==> src/rtl/mem_bus_arbiter_pkg.sv <==
// Shared types and constants for the two-requester PicoRV32 native memory bus arbiter.
package mem_bus_pkg;

  typedef enum logic [1:0] {
    IDLE,
    BUSY,
    ERR
  } arb_state_t;

  typedef struct packed {
    logic        valid;
    logic        instr;
    logic [31:0] addr;
    logic [31:0] wdata;
    logic [3:0]  wstrb;
  } mem_req_t;

  typedef struct packed {
    logic        ready;
    logic [31:0] rdata;
  } mem_rsp_t;

  localparam logic [31:0] MEM_ERR_DATA = 32'hDEAD_BEEF;

endpackage

==> src/rtl/mem_bus_arbiter_if.sv <==
// PicoRV32 native memory bus: the master issues requests, the slave answers with ready/rdata.
interface mem_bus_if;

  logic        mem_valid;
  logic        mem_instr;
  logic [31:0] mem_addr;
  logic [31:0] mem_wdata;
  logic [3:0]  mem_wstrb;
  logic        mem_ready;
  logic [31:0] mem_rdata;

  modport master (
    output mem_valid, mem_instr, mem_addr, mem_wdata, mem_wstrb,
    input  mem_ready, mem_rdata
  );

  modport slave (
    input  mem_valid, mem_instr, mem_addr, mem_wdata, mem_wstrb,
    output mem_ready, mem_rdata
  );

endinterface

==> src/rtl/mem_bus_arbiter_rr_arbiter2.sv <==
// Combinational two-way round-robin pick: a lone requester wins, a tie goes to the one != last.
module rr_arbiter2 (
  input  logic [1:0] valid,
  input  logic       last,
  output logic       any,
  output logic       pick
);

  always_comb begin
    any  = |valid;
    pick = (valid == 2'b11) ? ~last : valid[1];
  end

endmodule

==> src/rtl/mem_bus_arbiter.sv <==
// Round-robin arbiter sharing one native-bus target between two requesters, with a watchdog
// that aborts unacknowledged transactions and returns ERR_DATA.
module mem_bus_arbiter
  import mem_bus_pkg::*;
#(
  parameter int unsigned TIMEOUT  = 255,
  parameter logic [31:0] ERR_DATA = MEM_ERR_DATA
) (
  input  logic      clk,
  input  logic      reset,
  mem_bus_if.slave  m0,
  mem_bus_if.slave  m1,
  mem_bus_if.master s,
  output logic      grant,
  output logic      timeout_err
);

  localparam int unsigned CW = (TIMEOUT > 0) ? $clog2(TIMEOUT + 1) : 1;
  localparam logic [CW-1:0] LIM = CW'(TIMEOUT - 1);

  arb_state_t    state;
  logic          last;
  logic [CW-1:0] cnt;
  logic          any;
  logic          pick;
  mem_req_t      req0, req1, req_sel;
  mem_rsp_t      rsp_g;

  rr_arbiter2 u_rr (
    .valid ({m1.mem_valid, m0.mem_valid}),
    .last  (last),
    .any   (any),
    .pick  (pick)
  );

  always_comb begin
    req0    = '{valid: m0.mem_valid, instr: m0.mem_instr, addr: m0.mem_addr,
                wdata: m0.mem_wdata, wstrb: m0.mem_wstrb};
    req1    = '{valid: m1.mem_valid, instr: m1.mem_instr, addr: m1.mem_addr,
                wdata: m1.mem_wdata, wstrb: m1.mem_wstrb};
    req_sel = grant ? req1 : req0;
  end

  // Everything downstream is gated by state so an async reset zeroes outputs at once.
  always_comb begin
    s.mem_valid = 1'b0;
    s.mem_instr = 1'b0;
    s.mem_addr  = '0;
    s.mem_wdata = '0;
    s.mem_wstrb = '0;
    rsp_g       = '0;
    timeout_err = 1'b0;
    unique case (state)
      BUSY: begin
        s.mem_valid = req_sel.valid;
        s.mem_instr = req_sel.instr;
        s.mem_addr  = req_sel.addr;
        s.mem_wdata = req_sel.wdata;
        s.mem_wstrb = req_sel.wstrb;
        rsp_g       = '{ready: s.mem_ready, rdata: s.mem_rdata};
      end
      ERR: begin
        rsp_g       = '{ready: 1'b1, rdata: ERR_DATA};
        timeout_err = 1'b1;
      end
      default: ;
    endcase
  end

  always_comb begin
    m0.mem_ready = grant ? 1'b0 : rsp_g.ready;
    m0.mem_rdata = grant ? '0   : rsp_g.rdata;
    m1.mem_ready = grant ? rsp_g.ready : 1'b0;
    m1.mem_rdata = grant ? rsp_g.rdata : '0;
  end

  always_ff @(posedge clk or posedge reset) begin
    if (reset) begin
      state <= IDLE;
      grant <= 1'b0;
      last  <= 1'b1;
      cnt   <= '0;
    end else begin
      unique case (state)
        IDLE: begin
          if (any) begin
            grant <= pick;
            cnt   <= '0;
            state <= BUSY;
          end
        end
        BUSY: begin
          if (s.mem_ready) begin
            last  <= grant;
            state <= IDLE;
          end else if (!req_sel.valid) begin
            state <= IDLE;
          end else if (TIMEOUT != 0) begin
            // cnt holds completed unacknowledged cycles; abort at the end of the TIMEOUT-th.
            if (cnt == LIM) state <= ERR;
            else            cnt   <= cnt + CW'(1);
          end
        end
        ERR: begin
          last  <= grant;
          state <= IDLE;
        end
        default: state <= IDLE;
      endcase
    end
  end

endmodule

==> src/flat_wrapper.sv <==
// flat-port wrapper written by rule: the top's interface ports become plain ports
module mem_bus_arbiter_flat import mem_bus_pkg::*;
#(
  parameter int unsigned TIMEOUT  = 255,
  parameter logic [31:0] ERR_DATA = MEM_ERR_DATA
)
  (clk, reset, grant, timeout_err, m0_mem_valid, m0_mem_instr, m0_mem_addr, m0_mem_wdata, m0_mem_wstrb, m0_mem_ready, m0_mem_rdata, m1_mem_valid, m1_mem_instr, m1_mem_addr, m1_mem_wdata, m1_mem_wstrb, m1_mem_ready, m1_mem_rdata, s_mem_valid, s_mem_instr, s_mem_addr, s_mem_wdata, s_mem_wstrb, s_mem_ready, s_mem_rdata);
  mem_bus_if m0_i ();
  mem_bus_if m1_i ();
  mem_bus_if s_i ();
  input  logic clk;
  input  logic reset;
  output logic grant;
  output logic timeout_err;
  input wire logic [$bits(m0_i.mem_valid)-1:0] m0_mem_valid;
  input wire logic [$bits(m0_i.mem_instr)-1:0] m0_mem_instr;
  input wire logic [$bits(m0_i.mem_addr)-1:0] m0_mem_addr;
  input wire logic [$bits(m0_i.mem_wdata)-1:0] m0_mem_wdata;
  input wire logic [$bits(m0_i.mem_wstrb)-1:0] m0_mem_wstrb;
  output wire logic [$bits(m0_i.mem_ready)-1:0] m0_mem_ready;
  output wire logic [$bits(m0_i.mem_rdata)-1:0] m0_mem_rdata;
  input wire logic [$bits(m1_i.mem_valid)-1:0] m1_mem_valid;
  input wire logic [$bits(m1_i.mem_instr)-1:0] m1_mem_instr;
  input wire logic [$bits(m1_i.mem_addr)-1:0] m1_mem_addr;
  input wire logic [$bits(m1_i.mem_wdata)-1:0] m1_mem_wdata;
  input wire logic [$bits(m1_i.mem_wstrb)-1:0] m1_mem_wstrb;
  output wire logic [$bits(m1_i.mem_ready)-1:0] m1_mem_ready;
  output wire logic [$bits(m1_i.mem_rdata)-1:0] m1_mem_rdata;
  output wire logic [$bits(s_i.mem_valid)-1:0] s_mem_valid;
  output wire logic [$bits(s_i.mem_instr)-1:0] s_mem_instr;
  output wire logic [$bits(s_i.mem_addr)-1:0] s_mem_addr;
  output wire logic [$bits(s_i.mem_wdata)-1:0] s_mem_wdata;
  output wire logic [$bits(s_i.mem_wstrb)-1:0] s_mem_wstrb;
  input wire logic [$bits(s_i.mem_ready)-1:0] s_mem_ready;
  input wire logic [$bits(s_i.mem_rdata)-1:0] s_mem_rdata;
  assign m0_i.mem_valid = m0_mem_valid;
  assign m0_i.mem_instr = m0_mem_instr;
  assign m0_i.mem_addr = m0_mem_addr;
  assign m0_i.mem_wdata = m0_mem_wdata;
  assign m0_i.mem_wstrb = m0_mem_wstrb;
  assign m0_mem_ready = m0_i.mem_ready;
  assign m0_mem_rdata = m0_i.mem_rdata;
  assign m1_i.mem_valid = m1_mem_valid;
  assign m1_i.mem_instr = m1_mem_instr;
  assign m1_i.mem_addr = m1_mem_addr;
  assign m1_i.mem_wdata = m1_mem_wdata;
  assign m1_i.mem_wstrb = m1_mem_wstrb;
  assign m1_mem_ready = m1_i.mem_ready;
  assign m1_mem_rdata = m1_i.mem_rdata;
  assign s_mem_valid = s_i.mem_valid;
  assign s_mem_instr = s_i.mem_instr;
  assign s_mem_addr = s_i.mem_addr;
  assign s_mem_wdata = s_i.mem_wdata;
  assign s_mem_wstrb = s_i.mem_wstrb;
  assign s_i.mem_ready = s_mem_ready;
  assign s_i.mem_rdata = s_mem_rdata;
  mem_bus_arbiter #(.TIMEOUT(TIMEOUT), .ERR_DATA(ERR_DATA)) u_core (.clk(clk), .reset(reset), .m0(m0_i), .m1(m1_i), .s(s_i), .grant(grant), .timeout_err(timeout_err));
endmodule
==> config.mk <==
export PLATFORM = sky130hd
export DESIGN_NAME = mem_bus_arbiter_flat
export DESIGN_NICKNAME = d
export VERILOG_FILES = /design/src/rtl/mem_bus_arbiter_pkg.sv /design/src/rtl/mem_bus_arbiter_if.sv /design/src/rtl/mem_bus_arbiter_rr_arbiter2.sv /design/src/rtl/mem_bus_arbiter.sv /design/src/flat_wrapper.sv
export SDC_FILE = /design/constraint.sdc
export NUM_CORES = 1
export LEC_CHECK = 0
export ABC_AREA = 1
export ABC_CLOCK_PERIOD_IN_PS = 4730
export CAP_MARGIN = 40
export CORE_AREA = 5 5 118 120
export DETAILED_ROUTE_END_ITERATION = 10
export DIE_AREA = 0 0 123 125
export MAX_ROUTING_LAYER = met4
export PLACE_DENSITY = 0.67
export SYNTH_ARGS = -nofsm -noshare
export SYNTH_HDL_FRONTEND = slang
export SYNTH_SLANG_ARGS = --single-unit
export TNS_END_PERCENT = 100
==> constraint.sdc <==
create_clock -name clk -period 4.73 [get_ports clk]
set_clock_uncertainty 0.05 [all_clocks]
set_input_delay 0.946 -clock clk [delete_from_list [all_inputs] [get_ports clk]]
set_output_delay 0.946 -clock clk [all_outputs]
set_load 0.02 [all_outputs]
==> results.py <==
metrics = {
    "outcome": {
        "status": "complete, no violations",
    },
    "cts": {
        "cts_tree": "yes",
        "clock_latency_ns": 0.24,
        "clock_sinks": 12,
        "ctsResizeCount": 0,
        "post_cts_buffers": 0,
        "htreeDepth": 1,
        "cts_buffer_depth": 2,
        "cts-root-buf": "clkbuf_16",
        "postCtsHoldBufs": 0,
        "cts_made_buffers": 3,
        "path_clk_slew_ns": 0.04,
    },
    "critical_path": {
        "worstPathMaxFanout": 29,
        "endpoint_kind": "output pin",
        "r2r_cells": 8,
        "crit_type": "flop to output pin",
        "r2r_start": "u_core.state[1]",
        "regToRegSetupSlack_ns": 2.65,
        "crit_arrival_ns": 2.74,
        "startpoint_type": "flop",
        "crit-reg2reg-capture": "u_core.cnt[1]",
        "cp.required_ns": 3.73,
    },
    "routing": {
        "antenna_left": 0,
        "drtPass1Iterations": 4,
        "drc": 0,
        "wl_per_cell_um": 16.5,
        "vias_per_cell": 4.26,
        "via_count": 4192,
        "drt_wl_total_um": 16300,
        "drtIter0Drc": 283,
    },
    "floorplan": {
        "die-area_um2": 15400,
        "ioPinCount": 313,
        "die_y_um": 125,
        "core_um2": 12900,
        "initial_utilization_pct": 19.8,
        "num_rows": 42,
        "die_x_um": 123,
    },
    "yosys": {
        "synth-seq-cells": 12,
        "netlist-cell-type-count": 25,
        "synthTopCellsByArea": "nor2_1 (31%), o21ai_0 (19%), nand2_1 (11%)",
        "yosysSeqAreaShare_pct": 11.8,
        "ys_warn_count": 0,
        "synth_nets": 703,
        "avgSynthCellArea_um2": 4.88,
        "netlist_area_um2": 2550,
        "yosys.area.top_type_share_pct": 30.8,
        "syn_inst": 522,
        "synth.largest_area_cell": "nor2_1",
    },
    "timing": {
        "finalSetupTns_ns": 0,
        "worstMarginPinSlew_ns": 0.670,
        "timing.final.crit_share_pct": 79.1,
        "maxSlewHeadroom_pct": 55.3,
        "fmax_mhz": 267,
        "rsz0062_at_grt": "no",
        "fin_crit_ns": 3.74,
        "setup_viol": 0,
        "finalWorstSetupSlack_ns": 0.991,
        "slew_viol_final": 0,
        "hold_viol": 0,
    },
    "final_layout": {
        "layout.nets": 990,
        "final_cell_mix": "clkdlybuf4s50_1 (312), nor2_1 (209), o21ai_0 (97)",
        "final_common_cell": "clkdlybuf4s50_1",
        "drive_gt1_share_pct": 3.47,
        "area_delta_synth_final_pct": 132,
    },
    "power": {
        "swShare_pct": 55.6,
        "powerDensity_nw_per_um2": 578,
        "comb_power_share_pct": 90.0,
        "irDropWorstVdd_mv": 0.347,
        "p_leak_nw": 2.57,
        "internal_power_mw": 1.52,
        "p_clk_share_pct": 4.5,
        "p_sw_mw": 1.90,
        "seqPwrFrac_pct": 5.5,
    },
    "grt": {
        "met3_usage_pct": 4.74,
        "grt_use_total_pct": 19.9,
        "grt_pass1_vias": 3854,
        "grt_util_met2_pct": 33.1,
        "gr-max-usage-layer": "met2",
        "overflow": 0,
        "grt_antenna_before_repair": 1,
        "use_met1_pct": 24.9,
        "grt_max_degree": 55,
        "grt_pass1_wl_um": 23500,
    },
    "min_path": {
        "hp-start": "u_core.last",
        "hold_depth": 2,
        "worstHoldEndpoint": "u_core.last",
        "hold_class": "flop to flop",
    },
    "placement": {
        "routabilityCongestion": 0.909,
        "portBuffers": 312,
        "dp_hpwl_um": 13200,
        "dp_slack_ns": 1.15,
    },
    "flow_run": {
        "drv_cap": 0,
    },
}
[final cells by class]
class                           instances  area, µm²
Fill cell                            1345       6970
Timing Repair Buffer                  321       3240
Multi-Input combinational cell        424       1890
Sequential cell                        12        303
Tap cell                              176        220
Inverter                               47        178
Clock buffer                            4       78.8
Antenna cell                            1       2.50
[stage by stage]
| stage | area, µm² | cells | utilization [%] | total power, mW | hold slack, ns |
|---|---|---|---|---|---|
| final | 5910 | 985 | 45.9 | 3.41 | 0.457 |
| after global routing | 5910 | 985 | 45.9 | 3.65 | 0.499 |
| after CTS | 5910 | 984 | 45.9 | 3.45 | 0.459 |
| after detailed placement | 5830 | 980 | 45.3 | 3.27 | 0.450 |
| after global placement | 5800 | 979 | 45.1 | 3.24 | 0.443 |
| after floorplan | 2550 | 522 | - | 1.82 | 0.417 |
[registers in the layout (all words and copies together) (netlist names)]
register,cells
u_core.grant,1
u_core.last,1
u_core.state,2
u_core.cnt,8
[critical path: stages, from the launching register on]
cell	delay (ns)
dfrtp_2	0.59
clkinv_2	0.40
buf_4	0.37
nor2_1	0.07
nor2_1	0.36
clkdlybuf4s50_1	0.69
[worst max-delay path by stage]
stage,endpoint,depth (start not counted),startpoint
finish,s_mem_wdata[11],5,u_core.grant
global route,s_mem_wdata[11],5,u_core.grant
CTS,s_mem_wdata[11],5,u_core.grant
detailed placement,s_mem_wdata[11],4,m0_mem_wdata[11]
global placement,s_mem_wdata[11],4,m0_mem_wdata[11]
floorplan,s_mem_addr[10],7,u_core.state[1]
[power groups by stage]
stage | Sequential (mW) | Clock [mW] | Combinational, mW
2_1_floorplan | 0.159 | 0 | 1.66
3_3_place_gp | 0.188 | 0 | 3.06
3_5_place_dp | 0.188 | 0 | 3.08
4_1_cts | 0.187 | 0.158 | 3.10
5_1_grt | 0.194 | 0.164 | 3.30
6_report | 0.188 | 0.154 | 3.07
[kinds of logic (layout without fill, tap and decap cells)]
| kind of cell | Yosys count | count (layout) | share of synthesized area, % |
|---|---|---|---|
| other | 0 | 1 | 0 |
| and+or+nand+nor | 316 | 316 | 50.9 |
| adders and majority gates | 6 | 6 | 2.95 |
| buffers and inverters | 86 | 372 | 14.0 |
| DFF | 12 | 12 | 11.8 |
| AOI/OAI and AO/OA | 101 | 101 | 19.9 |
| xor gates and xnor gates | 1 | 1 | 0.344 |
[layer usage]
layer	up-vias	share of wire, %
li1	2190	-
met1	1846	42
met2	140	48
met3	16	8.2
met4	0	1.8
met5	-	0
[Yosys cell counts, drive strengths merged]
library cell	count
inv	47
xor2	1
buf	17
nand3b	1
dfrtp	11
a21oi	2
o21bai	1
clkbuf	22
dfstp	1
nand3	10
nor2	210
o21ai	98
nor3	17
nand2	78
ha	6
Note: power is estimated with default switching activity, not from simulation.
